$ cat src/rtl/exe_divider.sv
// Iterative 32-bit radix-2 restoring divider for MIPS DIV/DIVU in the EXE stage.
// Optional build macro DIV_EARLY_OUT_EN skips the iteration when |dividend| < |divisor|.
module exe_divider #(
   parameter int DATA_W = 32,
   parameter int CNT_W  = 6
) (
   input  logic              clk,
   input  logic              resetn,
   input  logic              EXE_Flush,
   input  logic              div_start,
   input  logic              div_signed,
   input  logic [DATA_W-1:0] dividend,
   input  logic [DATA_W-1:0] divisor,
   input  logic              res_ack,
   output logic              div_busy,
   output logic              div_done,
   output logic [DATA_W-1:0] quotient,
   output logic [DATA_W-1:0] remainder
);

   typedef enum logic [1:0] {IDLE, CALC, DONE} state_t;

   state_t            state, state_nxt;
   logic [CNT_W-1:0]  count;
   logic [DATA_W-1:0] rem, quo, dvsr;
   logic              sign_q, sign_r;

   logic [DATA_W-1:0] abs_a, abs_b;
   logic              start_ok, early;
   logic [DATA_W:0]   rem_sh;
   logic              ge;
   logic [DATA_W-1:0] rem_step, quo_step;

   // 0x80000000 negates to itself and is then treated as an unsigned magnitude.
   assign abs_a    = (div_signed && dividend[DATA_W-1]) ? -dividend : dividend;
   assign abs_b    = (div_signed && divisor[DATA_W-1])  ? -divisor  : divisor;
   assign start_ok = div_start && !EXE_Flush;

`ifdef DIV_EARLY_OUT_EN
   assign early = (abs_a < abs_b) && (divisor != '0);
`else
   assign early = 1'b0;
`endif

   // The shifted partial remainder needs 33 bits; the difference always fits in 32.
   assign rem_sh   = {rem, quo[DATA_W-1]};
   assign ge       = rem_sh >= {1'b0, dvsr};
   assign rem_step = ge ? (rem_sh[DATA_W-1:0] - dvsr) : rem_sh[DATA_W-1:0];
   assign quo_step = {quo[DATA_W-2:0], ge};

   always_ff @(posedge clk or negedge resetn) begin
      if (!resetn) state <= IDLE;
      else         state <= state_nxt;
   end

   always_comb begin
      state_nxt = state;
      case (state)
         IDLE: if (start_ok) state_nxt = early ? DONE : CALC;
         CALC: if (count == CNT_W'(1)) state_nxt = DONE;
         DONE: if (res_ack) state_nxt = IDLE;
         default: state_nxt = IDLE;
      endcase
      if (EXE_Flush) state_nxt = IDLE;
   end

   assign div_busy = (state != IDLE);
   assign div_done = (state == DONE);

   always_ff @(posedge clk or negedge resetn) begin
      if (!resetn) begin
         count     <= '0;
         rem       <= '0;
         quo       <= '0;
         dvsr      <= '0;
         sign_q    <= 1'b0;
         sign_r    <= 1'b0;
         quotient  <= '0;
         remainder <= '0;
      end else begin
         case (state)
            IDLE: if (start_ok) begin
               rem    <= '0;
               quo    <= abs_a;
               dvsr   <= abs_b;
               sign_q <= div_signed & (dividend[DATA_W-1] ^ divisor[DATA_W-1]);
               sign_r <= div_signed & dividend[DATA_W-1];
               count  <= CNT_W'(DATA_W);
               if (early) begin
                  quotient  <= '0;
                  remainder <= dividend;
               end
            end
            CALC: begin
               rem   <= rem_step;
               quo   <= quo_step;
               count <= count - CNT_W'(1);
               // The last step writes the sign-corrected result directly.
               if (count == CNT_W'(1)) begin
                  quotient  <= sign_q ? -quo_step : quo_step;
                  remainder <= sign_r ? -rem_step : rem_step;
               end
            end
            default: ;
         endcase
      end
   end

endmodule

$ cat config.mk
export PLATFORM = sky130hd
export DESIGN_NAME = exe_divider
export DESIGN_NICKNAME = d
export VERILOG_FILES = /design/src/rtl/exe_divider.sv
export SDC_FILE = /design/constraint.sdc
export NUM_CORES = 1
export LEC_CHECK = 0
export CELL_PAD_IN_SITES_DETAIL_PLACEMENT = 0
export CELL_PAD_IN_SITES_GLOBAL_PLACEMENT = 1
export CORE_MARGIN = 1.5
export CORE_UTILIZATION = 47
export DETAILED_ROUTE_END_ITERATION = 7
export MAX_ROUTING_LAYER = met4
export PLACE_DENSITY = 0.95
export SLEW_MARGIN = 20
export SYNTH_ARGS = -nofsm -noshare
export SYNTH_HDL_FRONTEND = slang
export SYNTH_SLANG_ARGS = --single-unit
$ cat constraint.sdc
create_clock -name clk -period 12.6 [get_ports clk]
set_clock_uncertainty 0.05 [all_clocks]
set_input_delay 2.52 -clock clk [delete_from_list [all_inputs] [get_ports clk]]
set_output_delay 2.52 -clock clk [all_outputs]
set_load 0.05 [all_outputs]
==> results of run 1 <==
-- metrics by stage --
step                worst slack [ps]  hold WS (ps)  power, mW  cell area [µm²]
floorplan                       7750         396.9      2.638            11810
global placement                6996         410.7      3.257            13320
detailed placement              6942         419.8      3.291            13320
CTS                             7136         434.4      3.847            13940
global route                    6613         457.9      4.160            13950
finish                          7095         429.4      3.874            13950
-- cell type report --
type                            count  area share
Timing Repair Buffer              143      0.1013
Tap cell                          324     0.02906
Multi-Input combinational cell   1103      0.5022
Clock inverter                     15     0.01426
Clock buffer                       17     0.03050
Sequential cell                   170      0.3050
Inverter                           66     0.01776
-- kinds of logic after synthesis --
| logic type | after synthesis | share of synthesized area |
|---|---|---|
| xor+xnor | 143 | 0.1067 |
| simple gates | 423 | 0.1698 |
| fa+ha+maj | 39 | 0.04194 |
| mux | 36 | 0.03230 |
| compound gates | 462 | 0.2400 |
| buf+inv | 144 | 0.04925 |
| flops | 170 | 0.3601 |
-- path summary, 6_finish.rpt --
path	slack [ps]	endpoint	cells after the start	from
min in group asynchronous	2130	quo[29]	1	resetn
setup reg to reg	7100	quotient[30]	19	rem[19]
hold reg to reg	430	remainder[24]	2	remainder[24]
setup / recovery	7100	quotient[30]	19	rem[19]
max in group asynchronous	8830	state[0]	2	resetn
hold / removal	430	remainder[24]	2	remainder[24]
-- metal layers --
| metal | routed length [µm] | share of wire | global-route usage | vias up |
|---|---|---|---|---|
| met4 | 476 | 0.015 | 0.06229 | 0 |
| met2 | 13720 | 0.42 | 0.3675 | 376 |
| met1 | 16220 | 0.50 | 0.4061 | 5065 |
| met3 | 2297 | 0.070 | 0.03082 | 29 |
| li1 | - | - | - | 5270 |
| met5 | 0 | 0 | - | - |
-- worst register-to-register path: stages, from the launching register on --
cell                       delay [ps]
sky130_fd_sc_hd__dfrtp_1          450
sky130_fd_sc_hd__ha_1             400
sky130_fd_sc_hd__a21oi_1          220
sky130_fd_sc_hd__o21ai_0          210
sky130_fd_sc_hd__a21o_1           250
sky130_fd_sc_hd__a21oi_1          200
sky130_fd_sc_hd__o31a_1           340
sky130_fd_sc_hd__nand2_2           80
sky130_fd_sc_hd__buf_4            310
sky130_fd_sc_hd__inv_2            560
sky130_fd_sc_hd__ha_1             300
sky130_fd_sc_hd__nand2b_1         110
sky130_fd_sc_hd__nand2b_1         190
sky130_fd_sc_hd__nand2b_1         210
sky130_fd_sc_hd__nand2b_1         200
sky130_fd_sc_hd__or2_2            340
sky130_fd_sc_hd__or3_1            370
sky130_fd_sc_hd__o41ai_1          320
sky130_fd_sc_hd__xor2_1           200
sky130_fd_sc_hd__o21ai_0           90
-- cell usage after synthesis, types with 4 or more instances --
cell type / number / area, µm²
sky130_fd_sc_hd__ha_1: 38 / 475.5
sky130_fd_sc_hd__o31ai_1: 23 / 172.7
sky130_fd_sc_hd__o31a_1: 4 / 35.03
sky130_fd_sc_hd__and2_1: 4 / 25.02
sky130_fd_sc_hd__nand2b_1: 19 / 118.9
sky130_fd_sc_hd__nand3_1: 50 / 250.2
sky130_fd_sc_hd__or2_2: 6 / 37.54
sky130_fd_sc_hd__nor2_1: 61 / 229.0
sky130_fd_sc_hd__xor2_1: 70 / 613.1
sky130_fd_sc_hd__mux2_2: 7 / 78.83
sky130_fd_sc_hd__o21a_1: 7 / 52.55
sky130_fd_sc_hd__buf_1: 5 / 18.77
sky130_fd_sc_hd__or4_1: 8 / 60.06
sky130_fd_sc_hd__a21o_1: 10 / 75.07
sky130_fd_sc_hd__mux2i_1: 28 / 280.3
sky130_fd_sc_hd__o211ai_1: 8 / 60.06
sky130_fd_sc_hd__o21ai_0: 216 / 1081
sky130_fd_sc_hd__a31oi_1: 17 / 106.4
sky130_fd_sc_hd__a22oi_1: 34 / 255.2
sky130_fd_sc_hd__a2111oi_0: 4 / 35.03
sky130_fd_sc_hd__nand4_1: 19 / 118.9
sky130_fd_sc_hd__a211oi_1: 6 / 45.04
sky130_fd_sc_hd__o41ai_1: 17 / 148.9
sky130_fd_sc_hd__buf_2: 14 / 70.07
sky130_fd_sc_hd__xnor2_1: 72 / 630.6
sky130_fd_sc_hd__nor4_1: 14 / 87.58
sky130_fd_sc_hd__or3_1: 10 / 62.56
sky130_fd_sc_hd__nor2b_1: 6 / 37.54
sky130_fd_sc_hd__inv_1: 65 / 244.0
sky130_fd_sc_hd__a21oi_1: 73 / 365.4
sky130_fd_sc_hd__dfrtp_1: 170 / 4254
sky130_fd_sc_hd__a211o_1: 4 / 35.03
sky130_fd_sc_hd__a31o_2: 4 / 35.03
sky130_fd_sc_hd__clkbuf_1: 55 / 206.5
sky130_fd_sc_hd__nand2_1: 172 / 645.6
sky130_fd_sc_hd__and3_1: 9 / 56.30
sky130_fd_sc_hd__nor3_1: 30 / 150.1
-- layout by cell type, fill, tap and decap left out, types with 9 or more instances in the layout --
| cell | n |
|---|---|
| sky130_fd_sc_hd__or3_1 | 10 |
| sky130_fd_sc_hd__nand4_1 | 19 |
| sky130_fd_sc_hd__nor4_1 | 14 |
| sky130_fd_sc_hd__a22oi_1 | 34 |
| sky130_fd_sc_hd__dfrtp_1 | 170 |
| sky130_fd_sc_hd__nand3_1 | 50 |
| sky130_fd_sc_hd__a31oi_1 | 17 |
| sky130_fd_sc_hd__clkbuf_16 | 17 |
| sky130_fd_sc_hd__o41ai_1 | 17 |
| sky130_fd_sc_hd__clkdlybuf4s50_1 | 134 |
| sky130_fd_sc_hd__nor3_1 | 30 |
| sky130_fd_sc_hd__xnor2_1 | 72 |
| sky130_fd_sc_hd__a21oi_1 | 73 |
| sky130_fd_sc_hd__nor2_1 | 60 |
| sky130_fd_sc_hd__nand2_1 | 171 |
| sky130_fd_sc_hd__and3_1 | 9 |
| sky130_fd_sc_hd__mux2i_1 | 28 |
| sky130_fd_sc_hd__o31ai_1 | 23 |
| sky130_fd_sc_hd__nand2b_1 | 18 |
| sky130_fd_sc_hd__inv_1 | 65 |
| sky130_fd_sc_hd__o21ai_0 | 216 |
| sky130_fd_sc_hd__ha_1 | 38 |
| sky130_fd_sc_hd__a21o_1 | 10 |
| sky130_fd_sc_hd__xor2_1 | 70 |
-- registers in the layout, indices dropped and copies added, names as in the netlist --
name,flops
count,6
dvsr,32
quo,32
quotient,32
rem,32
remainder,32
sign_q,1
sign_r,1
state,2
-- power by group through the flow --
stage	clock network, mW	logic (mW)	registers [mW]
final	0.542	2.38	0.947
after detailed placement	0	2.34	0.949
after floorplan	0	1.54	1.10
after global placement	0	2.32	0.937
after global routing	0.573	2.61	0.973
after CTS	0.549	2.36	0.940
==> results list, run 1 <==
- The run finished with clean final reports.
- Starting density of the core: 0.4829
- H-tree depth: 4
- Non-filler cells, final: 1838
- At the pin with the least slew margin, the transition time is 975.1 ps.
- Resize count post-CTS: 0
- Highest ir drop seen on vdd: 0.1381 mV
- Global-route wire length before repair: 53.18 mm
- The later pin in the worst-skew pair is clocked with a latency of 440 ps.
- The final max-slew violation count was 0.
- Counting stages on the worst path, the most repeated cell is sky130_fd_sc_hd__nand2b_1.
- DRC violation count after routing: 0
* Syn_area_per_cell: 8.337 µm²
* Length of the first detailed-routing pass in iterations: 8
- The tool flagged a number of max-cap violations equal to 0.
* Top_reg_cell synth: sky130_fd_sc_hd__dfrtp_1
* Number of setup violations in the final report: 0
* Buffers plus inverters on the worst setup path: 2
- In the final routed layout, each cell accounts on average for 17.80 µm.
* Synth Register Bits: between 150 and 200
- Switch share: 0.5156
- Setup repair after global routing missed its margin: false
- Drt total wl: 32.71 mm
- Total leakage power: 5.773 nW
- The number of different library cells used by synthesis comes to 76.
* Number of enable flip-flop cells after synthesis: 0
- Critical Setup Path Class: reg2reg
- Overall track demand over capacity in global routing: 0.2644
- For the worst setup path, the data required time is between 10000 and 15000 ps.
* Total via count after detailed routing: about 11000
* Cell at the root of the clock tree: sky130_fd_sc_hd__clkbuf_16
- Maximum operating frequency: 0.1817 GHz
* Total placed cells including tap cells: 1806
- Launching element type of the critical path: flip-flop
* Number of buffers added on ports: 135
- In this run the tightest slew margin relative to its limit is 0.3499.
* Finished Core Util: 0.5702
* Power per unit of standard cell area: ~280 mW/mm²
- Post-synthesis cell count: around 1400
- Post-synthesis async set-or-reset flop share: 1.000
- Post-Syn Area: 0.01181 mm²
- Among cell families on the critical path, the largest total delay comes from compound AO/OA/AOI/OAI gates.
- Detailed placement finished with a half-perimeter wire length of ~25 mm.
- The total area inside the core boundary comes to 0.02446 mm².
* CP max FO: 40
* Tcrit/Tclk final: 0.4369
- Antenna-violating nets left: 0
- Count of clock tree sinks: between 150 and 200
* Total global routing overflow: 0
* Die width: 161.5 µm
- TritonCTS built the clock tree.
- Traced cell by cell, the critical path runs through ha_1 -> a21oi_1 -> o21ai_0 -> a21o_1 -> a21oi_1 -> o31a_1 -> nand2_2 -> buf_4 -> inv_2 -> ha_1 -> nand2b_1 -> nand2b_1 -> nand2b_1 -> nand2b_1 -> or2_2 -> or3_1 -> o41ai_1 -> xor2_1 -> o21ai_0.
- Post-layout min period: 5505 ps
* Max incr delay on CP: 550 ps
- Number of diodes: 0
- Net count after synthesis: 1526
- Flop pwr share: 0.244
- Clock transition time at the flip-flop clock pins of the worst setup and hold paths: ~80 ps
* Crit path capture type: flip-flop
- Number of antenna violations at the first check in global routing: 0
* Count of fill cells added during filler insertion: 2242
* Hold_buf cts: 0
* Worst path arrival time: roughly 5800 ps
* Die Outline Area: around 0.026 mm²
- The final layout contains 1610 nets.
- Switching pwr: 1.997 mW
- In the final layout, the share of cells above drive strength 1 is 0.05284.
- Post-CTS timing repair inserted 0 buffers for setup.
* Multi-input logic area: 0.007004 mm²
- The congestion estimate from routability-driven global placement came to 0.9835.
* Final Hold Viols: 0
- The clock passes through at most 2 buffers.
* Layout overhead on the synthesized area: 18.07%
- The first routing iteration left ~1000 violations.
- For this design the top-level I/O count stands at approximately 140.
- Number of global-route vias before repair: roughly 9900
- Library cell contributing the largest single delay on the critical path: sky130_fd_sc_hd__inv_2
* Accumulated negative setup slack: 0 ps
* Cell internal pwr: between 1.5 and 2 mW
- For this run, the register share of the synthesized area comes to 0.3601.
- The worst hold path belongs to the class reg2reg.
- Count of standard-cell rows: 57
- Register Area: 0.004254 mm²
- In this run, CTS created clock tree buffers numbering 17.
- Portion of total power attributed to the clock network: 0.140
* Via density: 5.843
- The die is 161.5 µm tall.
- For this run, the number of Yosys warnings is 0.
- Entering global routing, the biggest net connects 130 pins.
* Share of total power in combinational logic: 0.616
Power figures use the tool's default switching activity.
==> run 2: changes to the inputs <==
Settings changed: CORE_UTILIZATION 47 to 43, PLACE_DENSITY 0.95 to 0.9.
Clock period 12.6 ns to 5.65 ns, I/O delays scaled along.
==> results list, run 2 (synthesis gave the netlist of run 1 again) <==
* Status: finished clean
- The detailed-routing iteration count for the pre-antenna-repair pass came to 5 (-3).
- The peak clock frequency supported by timing was 0.2108 GHz (+16%).
* Antenna-violating nets left: 0 (unchanged)
* Share of layout cells above drive strength 1: 0.05471 (+0.001873)
- Switching pwr: 4.403 mW (+120%)
- Via density: 5.775 (-1.2%)
- The detailed-route DRC error count was 0 (unchanged).
* Die width: 168.8 µm (+4.5%)
- Post-CTS Setup Repair Bufs: 0 (unchanged)
* Crit path max-delay family: compound AO/OA/AOI/OAI gates
- Core Area: 0.02695 mm² (+10%)
- The sequential share of power came to 0.243 (about the same).
- Total global routing overflow: 0 (unchanged)
* Accumulated negative setup slack: 0 ps (unchanged)
- Destination of the worst register-to-register timing path: remainder[28]
- Hold path startpoint: remainder[9]
- Launching element type of the critical path: flip-flop
* Number of diodes: 0 (unchanged)
* Starting density of the core: 0.4383 (-0.04459)
* Cell at the root of the clock tree: sky130_fd_sc_hd__clkbuf_16
- The final instance count without filler cells was 1858 (+1.1%).
- The total routed wirelength came to 32.68 mm (about the same).
* Clock latency on the worst-skew pair: 440 ps (about the same)
* Leading cell type in the layout, fill and taps excluded: sky130_fd_sc_hd__o21ai_0
* Setup repair after global routing missed its margin: false
- The post-CTS clock slew at the launch and capture registers of the worst setup and hold paths is 70 ps (about the same).
* Highest ir drop seen on vdd: 0.2739 mV (+98%)
- The largest stage delay on the critical path came to 480 ps (-70 ps).
* Max Root-Sink Buffers: 2 (unchanged)
- Nets: 1613 (+0.19%)
- The worst setup path is of the reg2reg kind.
- The clock buffer count from CTS came to 17 (unchanged).
- The data arrival time of the critical path is 4990 ps (-760 ps).
- Number of design-rule violations left by the first detailed-router iteration: 984 (-1.3%)
- The portion of the clock cycle consumed by the worst path in the final layout is 0.8396 (+0.4027).
- The overall die area is 0.02848 mm² (+9.1%).
- The number of cells upsized or downsized after cts is 0 (unchanged).
* Commonest cells after routing, fill and taps aside: sky130_fd_sc_hd__o21ai_0, sky130_fd_sc_hd__nand2_1, sky130_fd_sc_hd__dfrtp_1
- Count of clock tree sinks: 170 (unchanged)
- Total leakage power: 5.781 nW (+0.14%)
- The largest net degree at the start of global routing came to 93 (-28%).
- The combinational share of power came to 0.617 (about the same).
- The standard-cell row count was 60 (+5.3%).
- The via count of the first global-routing pass came to 9912 (+0.24%).
- Endpoint of the worst hold-timing path: remainder[9]
- The total internal power was 4.252 mW (+130%).
- The final max-slew violation count came to 0 (unchanged).
- The post-placement setup slack was 975.0 ps (-5967 ps).
* Layout overhead on the synthesized area: 18.14% (about the same)
* Total via count after detailed routing: 10730 (-0.093%)
- Power per unit of standard cell area: 620.1 mW/mm² (+120%)
- Half-perimeter wire length after placement: 24.62 mm (+0.20%)
- Portion of total power attributed to the clock network: 0.140 (about the same)
- The number of hold-repair buffers added at the cts stage came to 0 (unchanged).
* Placer's final routability congestion estimate: 0.9502 (-3.4%)
* Detail-routed net length per standard cell: 17.59 µm (-1.2%)
* Post-layout min period: 4744 ps (-761.0 ps)
* Number of instances on the worst hold path: 2 (unchanged)
- The transition time of the tightest slew-check pin was 1025 ps (+49.48 ps).
* Overall track demand over capacity in global routing: 0.2385 (-0.02590)
- Crit path capture type: flip-flop
* Number of buffers added on ports: 135 (unchanged)
- The number of antenna violations at the first check in global routing is 0 (unchanged).
- Final Hold Viols: 0 (unchanged)
* Total placed cells including tap cells: 1826 (+1.1%)
* Series of cell instances along the critical path: ha_1 -> nand4_1 -> or3_1 -> nor2_1 -> a31oi_1 -> o31a_1 -> nand2_2 -> buf_4 -> nand2_1 -> o21ai_0 -> ha_1 -> inv_1 -> a21oi_1 -> nand4_1 -> o41ai_1 -> xnor2_1 -> o21ai_0
- Chip Height: 168.8 µm (+4.5%)
* Max_slew headroom: 0.3169 (-0.03299)
* Worst Setup Slack, final: 906.4 ps (-6189 ps)
- The wire length of the first global-routing pass came to 52.41 mm (-1.5%).
- Among all stages on the critical path, the largest delay is contributed by sky130_fd_sc_hd__dfrtp_1.
- The number of top-level pins is 136 (unchanged).
- Classification of the worst-slack hold path: reg2reg
- Number of setup violations in the final report: 0 (unchanged)
- CP max FO: 39 (-2.5%)
- TritonCTS built the clock tree.
- The minimum setup slack among reg-to-reg paths came to 910 ps (-6190 ps).
* Data required time at the worst endpoint: 5890 ps (-6960 ps)
- Max-cap violations: 0 (unchanged)
- R2R Path Start: rem[14]
- H-tree depth: 4 (unchanged)
* Worst Reg-to-Reg Cells: 17 (-2)
- Switch share: 0.5087 (-0.006850)
- The buffers plus inverters on the worst setup path was 2 (unchanged).
[run 2: changes by cell type in the layout (fill, tap and decap cells not counted), sizes merged]
cell,change
buf,+3
clkinvlp,+3
bufinv,+2
clkinv,-6
clkbuf,+1
[run 2: per-stage QoR]
step	instance area [µm²]	total power, mW	utilization	hold slack, ps
floorplan	11810	5.882	-	396.9
global placement	13360	7.322	0.4959	411.4
detailed placement	13360	7.362	0.4959	420.7
CTS	13960	8.595	0.5179	434.3
global route	13960	9.252	0.5179	459.4
finish	13960	8.655	0.5179	432.0
[run 2: layout make-up]
type | instances | area [µm²]
Tap cell | 341 | 426.7
Sequential cell | 170 | 4254
Inverter | 66 | 247.7
Multi-Input combinational cell | 1103 | 7000
Timing Repair Buffer | 146 | 1435
Clock inverter | 14 | 163.9
Fill cell | 2514 | 12990
Clock buffer | 18 | 429.2
[run 2: power by group through the flow]
stage / combinational [mW] / clock [mW] / sequential (mW)
final: 5.34 / 1.21 / 2.10
after floorplan: 3.42 / 0 / 2.46
after CTS: 5.28 / 1.23 / 2.09
after detailed placement: 5.25 / 0 / 2.11
after global placement: 5.24 / 0 / 2.08
after global routing: 5.82 / 1.27 / 2.16
[run 2: how the worst max path moves through the flow]
stage | from | to | slack [ps] | cells after the start
6_report | rem[14] | remainder[28] | 910 | 17
5_1_grt | rem[14] | remainder[30] | 560 | 17
4_1_cts | rem[14] | remainder[30] | 970 | 17
3_5_place_dp | rem[14] | remainder[30] | 970 | 17
3_3_place_gp | rem[14] | remainder[30] | 1120 | 17
2_1_floorplan | rem[3] | quotient[30] | 1080 | 20
[run 2: metal layers]
layer,share of wire,track usage
met5,0,-
met4,0.017,0.06793
met2,0.43,0.3514
met3,0.063,0.02595
met1,0.49,0.3459
[run 2: worst reg2reg max path: cells and delay by family, from the launching register on]
family | cells | cell delay (ps)
compound gates | 6 | 1350
buf+inv | 2 | 560
simple gates | 6 | 1280
flops | 1 | 480
xor+xnor | 1 | 180
fa+ha+maj | 2 | 710
